--- config.mk ---
export PLATFORM = sky130hd
export DESIGN_NAME = mips_fetch_sequencer
export DESIGN_NICKNAME = d
export VERILOG_FILES = /design/src/rtl/mips_fetch_sequencer.sv
export SDC_FILE = /design/constraint.sdc
export NUM_CORES = 1
export LEC_CHECK = 0
export ABC_AREA = 1
export CAP_MARGIN = 15
export CORE_MARGIN = 3
export CORE_UTILIZATION = 30
export DETAILED_ROUTE_END_ITERATION = 16
export SLEW_MARGIN = 20
export SYNTH_ARGS = -nofsm -noshare
export SYNTH_HDL_FRONTEND = slang
export SYNTH_SLANG_ARGS = --single-unit
--- constraint.sdc ---
create_clock -name clk -period 6.5 [get_ports clk]
set_clock_uncertainty 0.2 [all_clocks]
set_input_delay 1.95 -clock clk [delete_from_list [all_inputs] [get_ports clk]]
set_output_delay 1.95 -clock clk [all_outputs]
set_load 0.1 [all_outputs]
--- src/rtl/mips_fetch_sequencer.sv ---
// rtl/mips_fetch_sequencer.sv - MIPS-lite instruction fetch and PC sequencing front end
module mips_fetch_sequencer #(
    parameter logic [31:0] RESET_PC    = 32'h0000_0000,
    parameter int          ACK_TIMEOUT = 16
) (
    input  logic        clk,
    input  logic        reset_n,
    output logic        imem_req,
    output logic [31:0] imem_addr,
    input  logic        imem_ack,
    input  logic [31:0] imem_rdata,
    output logic [31:0] instr,
    output logic [5:0]  opcode,
    output logic        instr_valid,
    input  logic        instr_ready,
    input  logic        jump,
    input  logic        reg_jump,
    input  logic [31:0] reg_target,
    input  logic        br_taken,
    output logic [31:0] pc,
    output logic [31:0] link_addr,
    output logic [31:0] retired_count,
    output logic        fault
);

    typedef enum logic [1:0] {
        FETCH = 2'd0,
        ISSUE = 2'd1,
        HALT  = 2'd2
    } state_t;

    localparam logic [7:0] TMO_LIMIT = 8'(ACK_TIMEOUT);

    state_t      state_q, state_d;
    logic [31:0] pc_q, pc_d;
    logic [31:0] instr_q, instr_d;
    logic [31:0] count_q, count_d;
    logic        fault_q, fault_d;
    logic [7:0]  tmo_q, tmo_d;

    logic [31:0] link;
    logic [31:0] br_off;

    assign link   = pc_q + 32'd4;
    assign br_off = {{14{instr_q[15]}}, instr_q[15:0], 2'b00};

    // State register; reset forces FETCH so req/valid drop without a clock edge
    always_ff @(posedge clk or negedge reset_n) begin
        if (!reset_n) begin
            state_q <= FETCH;
            pc_q    <= RESET_PC;
            instr_q <= 32'h0;
            count_q <= 32'h0;
            fault_q <= 1'b0;
            tmo_q   <= 8'h0;
        end else begin
            state_q <= state_d;
            pc_q    <= pc_d;
            instr_q <= instr_d;
            count_q <= count_d;
            fault_q <= fault_d;
            tmo_q   <= tmo_d;
        end
    end

    // Next-state: fetch with ack timeout, then retire and pick the next pc by priority
    always_comb begin
        state_d = state_q;
        pc_d    = pc_q;
        instr_d = instr_q;
        count_d = count_q;
        fault_d = fault_q;
        tmo_d   = tmo_q;
        case (state_q)
            FETCH: begin
                if (imem_ack) begin
                    instr_d = imem_rdata;
                    tmo_d   = 8'h0;
                    state_d = ISSUE;
                end else begin
                    tmo_d = tmo_q + 8'd1;
                    if (tmo_d == TMO_LIMIT) begin
                        fault_d = 1'b1;
                        state_d = HALT;
                    end
                end
            end
            ISSUE: begin
                if (instr_ready) begin
                    count_d = count_q + 32'd1;
                    if (reg_jump && (reg_target[1:0] != 2'b00)) begin
                        // misaligned register target: retire but keep pc and stop
                        fault_d = 1'b1;
                        state_d = HALT;
                    end else begin
                        state_d = FETCH;
                        if (reg_jump)
                            pc_d = reg_target;
                        else if (jump)
                            pc_d = {link[31:28], instr_q[25:0], 2'b00};
                        else if (br_taken)
                            pc_d = link + br_off;
                        else
                            pc_d = link;
                    end
                end
            end
            default: begin
                state_d = HALT;
            end
        endcase
    end

    assign imem_req      = reset_n && (state_q == FETCH);
    assign imem_addr     = pc_q;
    assign instr         = instr_q;
    assign opcode        = instr_q[31:26];
    assign instr_valid   = (state_q == ISSUE);
    assign pc            = pc_q;
    assign link_addr     = link;
    assign retired_count = count_q;
    assign fault         = fault_q;

endmodule

# Yosys cells after proc, flatten, opt, wreduce, memory -nomap -nowiden
# Index checks and enable logic that the tools add are counted.
# word_totals
reg_bits,107
input_bits,71
out_inout_bits,169
wordCells,42
# op_classes
addsub,4
eq_ne,7
muxes,14
bitwise,1
n_reduce_logical,10
# op_table
op,n
two-way mux 32 bit,3
adder 32 x 1 -> 32 bit (second input constant),1
adder 32 x 3 -> 32 bit (second input constant),1
adder 32 bit,1
adder 8 x 1 -> 8 bit (second input constant),1
== test 8 x 5 -> 1 bit (second input constant),1
two-way mux 2 bit,4
two-way mux 8 bit,1
AND reduction 2 bit,3
AND reduction 5 bit,1
two-way mux 1 bit,4
inequality test 2 x 1 -> 1 bit (second input constant),2
inequality test 2 bit (second input constant),2
one-hot mux 2 bit (2 select lines),1
nonzero test 2 bit,2
inequality test 3 bit (second input constant),1
AND reduction 3 bit,1
== test 2 x 1 -> 1 bit (second input constant),1
logical AND 1 bit,2
zero test 2 bit,1
one-hot mux 1 bit (2 select lines),1
NOT 1 bit,1

# Longest topological paths before layout
# logic_depth
word_depth,5
ltp_mapped,26
ltp_nobuf,26

# Worst setup path before layout
# Ideal clock, no wire load.
# synth_path
path_kind,reg2out
from,register pc_q[2] (netlist: imem_addr[2])
to,output link_addr[17]
t_arrival_ps,3897
setup_slack_ps,453
stages_incl_launch_ff,6
n_path_buf,0
cell_sequence,dfrtp_1 inv_1 nor2_1 nand2_1 nor2_1 xor2_1
# synth_via
elab_chain_len,1
# synth_rtl
item,line,text
"start, declared",35,"logic [31:0] pc_q, pc_d;"
"start signal, assigned",58,pc_q <= pc_d;
adder 32 x 3 -> 32 bit,44,assign link = pc_q + 32'd4;
"end, declared",21,"output logic [31:0] link_addr,"
# No other way between the ends.

# Final worst setup path
# Same ends and word-level chain as after synthesis.

==> impl_metrics.env <==
export IMPL_arrival_ns=3.31
export IMPL_place_worst_setup_slack_ns=1.45
export IMPL_drt_pre_antenna_iters=5
export IMPL_wl_per_cell_um=17.4
export IMPL_die_y_um=178
export IMPL_syn_nets=1440
export IMPL_p_total_mw=1.38
export IMPL_cts_setup_buffers=0
export IMPL_combPwrFrac_pct=8.1
export IMPL_synth_top_area_share_pct=30.2
export IMPL_finish_utilization_pct=40.6
export IMPL_synth_ff_type="dfrtp_1"
export IMPL_cp_end_kind="output pin"
export IMPL_setup_violations=0
export IMPL_cts_sinks=107
export IMPL_hold_viol=0
export IMPL_wl_um=33300
export IMPL_vias=9099
export IMPL_ioPinCount=240
export IMPL_numCtsBuffers=9
export IMPL_vdd_drop_max_mv=0.118
export IMPL_first_iter_violations=561
export IMPL_min_path_type="flop to flop"
export IMPL_rsz0062_at_grt="no"
export IMPL_clk_pin_slew_worst_paths_ns=0.09
export IMPL_ys_async_sr_fraction_pct=100
export IMPL_seq_power_share_pct=48.2
export IMPL_fin_hold_ws_ns=0.267
export IMPL_p_switching_mw=0.354
export IMPL_fin_area_um2=11700
export IMPL_synthTopCellsByCount="430 x nand2_1, 183 x inv_1, 136 x nor2_1"
export IMPL_critPathLaunchType="flop"
export IMPL_synthesis_area_um2=8870
export IMPL_status="complete, no violations"
export IMPL_yosysMostFrequentCell="nand2_1"
export IMPL_required_ns=4.35
export IMPL_maxSlewViolCount=0
export IMPL_max_stage_delay_ns=1.24
export IMPL_setup_slack_ns=1.04
export IMPL_tns_ns=0
export IMPL_ctsHoldBuffers=0
export IMPL_critPathMostFrequentCell="nor2_1"
export IMPL_ys_seq_area_share_pct=30.2
export IMPL_dieArea_um2=31700
export IMPL_synth_edf_count=0
export IMPL_grt_pass1_wl_um=50900
export IMPL_p_int_mw=1.03
export IMPL_drive_gt1_share_pct=5.23
export IMPL_grt_overflow_total=0
export IMPL_fmax_mhz=183
export IMPL_place_gp_congestion=0.922
export IMPL_grt_pass1_vias=9031
export IMPL_max_cap_violations=0
export IMPL_post_place_cells=1897
export IMPL_syn_instance_count=1329
export IMPL_cts_root_buf="clkbuf_16"
export IMPL_post_cts_resized=0
export IMPL_grt_max_degree=64
export IMPL_ys_seq_elements=107
export IMPL_yosysWarnings=0
export IMPL_clockBufferDepth=2
export IMPL_cpMaxStageDelayCell="clkdlybuf4s50_1"
export IMPL_instances_no_fill=1914
export IMPL_r2r_slack_ns=2.53
export IMPL_place_area_um2=11400
export IMPL_leakage_nw=6.01
export IMPL_track_usage_pct=20.9
export IMPL_clkPwrFrac_pct=43.8
export IMPL_rows=62
export IMPL_nets=1635
export IMPL_path_cells="inv_1, nor2_1, nand2_1, nor2_1, xor2_1, clkdlybuf4s50_1"
export IMPL_critPathMaxFanout=6
export IMPL_period_minus_slack_ns=5.46
export IMPL_worst_pin_slew_ns=1.10
export IMPL_ys_types=48
export IMPL_slew_limit_headroom_pct=26.6
export IMPL_worstSkewPairLatency_ns=0.36
export IMPL_cts_tree="yes"
export IMPL_switching_share_pct=25.6
export IMPL_synth_area_top_cells="dfrtp_1 30%, nand2_1 18%, inv_1 7.7%, nor2_1 5.8%, ha_1 5.5%"
export IMPL_yosysTopAreaCell="dfrtp_1"
export IMPL_vias_per_cell=4.75
export IMPL_start_util_pct=30.7
export IMPL_ant_nets=0
export IMPL_dp_hpwl_um=26800
export IMPL_cts_max_level=3
export IMPL_area_delta_synth_final_pct=32.3
export IMPL_pwr_density_cell_nw_per_um2=118
export IMPL_dieWidth_um=178
export IMPL_syn_avg_cell_area_um2=6.68
export IMPL_core_area_um2=28900
export IMPL_antenna_found_initial=1
export IMPL_drc=0
export IMPL_io_buffers=239
export IMPL_worstSetupPathType="flop to output pin"
export IMPL_min_period_over_period_pct=83.9
==> layout by cell type (no fill, tap or decap), types with 5 or more instances in the layout <==
cell type        Yosys  final
dfrtp_1            107    107
inv_1              183    183
xnor2_1             17     17
buf_4               40     12
mux2_2              29     29
o21bai_1             6      6
nor2_4               6      6
nand2_1            430    429
xor2_1              41     41
clkbuf_16            0      9
nand3b_1             5      5
nor2_1             136    136
o21ai_0             41     41
a21oi_1             63     63
ha_1                39     39
clkdlybuf4s50_1      0    237
o22ai_1              6      6
nand4_1             16     16
nand3_1             71     71
nor3_1              20     20
==> state kept, by name, summed over array words and instances (netlist names) <==
name           flops
tmo_q              8
retired_count     32
fault              1
instr             32
imem_addr         32
state_q            2
==> power by group through the flow <==
stage          clock network (mW)  registers (mW)  logic, mW
2_1_floorplan                   0           0.678     0.0337
3_3_place_gp                    0           0.678      0.112
3_5_place_dp                    0           0.678      0.112
4_1_cts                     0.625           0.665      0.113
5_1_grt                     0.647           0.665      0.122
6_report                    0.604           0.665      0.111
==> metal layers <==
metal	vias up	wire length (um)	global-route usage, %
li1	4542	-	-
met1	4239	14700	27.7
met2	279	15500	34.6
met3	37	2270	4.21
met4	2	825	5.63
met5	-	13	0
==> cell type report <==
type                       count  area, um2
fill                        3045      17200
clock inverter                 7       92.6
timing repair buffer         249       2460
clock buffer                   9        225
sequential                   107       2680
tap                          384        480
inverter                     184        691
antenna                        1       2.50
multi-input combinational    973       5110
==> path summary, 6_finish.rpt <==
kind,from,end,depth (start not counted)
worst max-delay path,imem_addr[2],link_addr[17],6
worst min-delay path,fault,fault,1
worst max register to register,imem_addr[11],imem_addr[22],18
worst min register to register,fault,fault,1
max in group asynchronous,reset_n,imem_addr[22],3
min in group asynchronous,reset_n,tmo_q[1],2
==> critical path, delay by kind of cell, from the launching register on <==
family,cells,cell delay (ns)
xor gates and xnor gates,1,0.49
and+or+nand+nor,3,0.64
buffers and inverters,2,1.38
DFF,1,0.44
==> cell families after synthesis <==
| kind of cell | after synthesis | share of synthesized area, % |
|---|---|---|
| xor gates and xnor gates | 58 | 5.73 |
| muxes | 29 | 3.68 |
| DFF | 107 | 30.2 |
| and+or+nand+nor | 711 | 34.0 |
| AOI/OAI and AO/OA | 135 | 8.42 |
| adders and majority gates | 40 | 5.73 |
| buffers and inverters | 249 | 12.3 |
No activity file was read; power rests on OpenSTA's default activity.
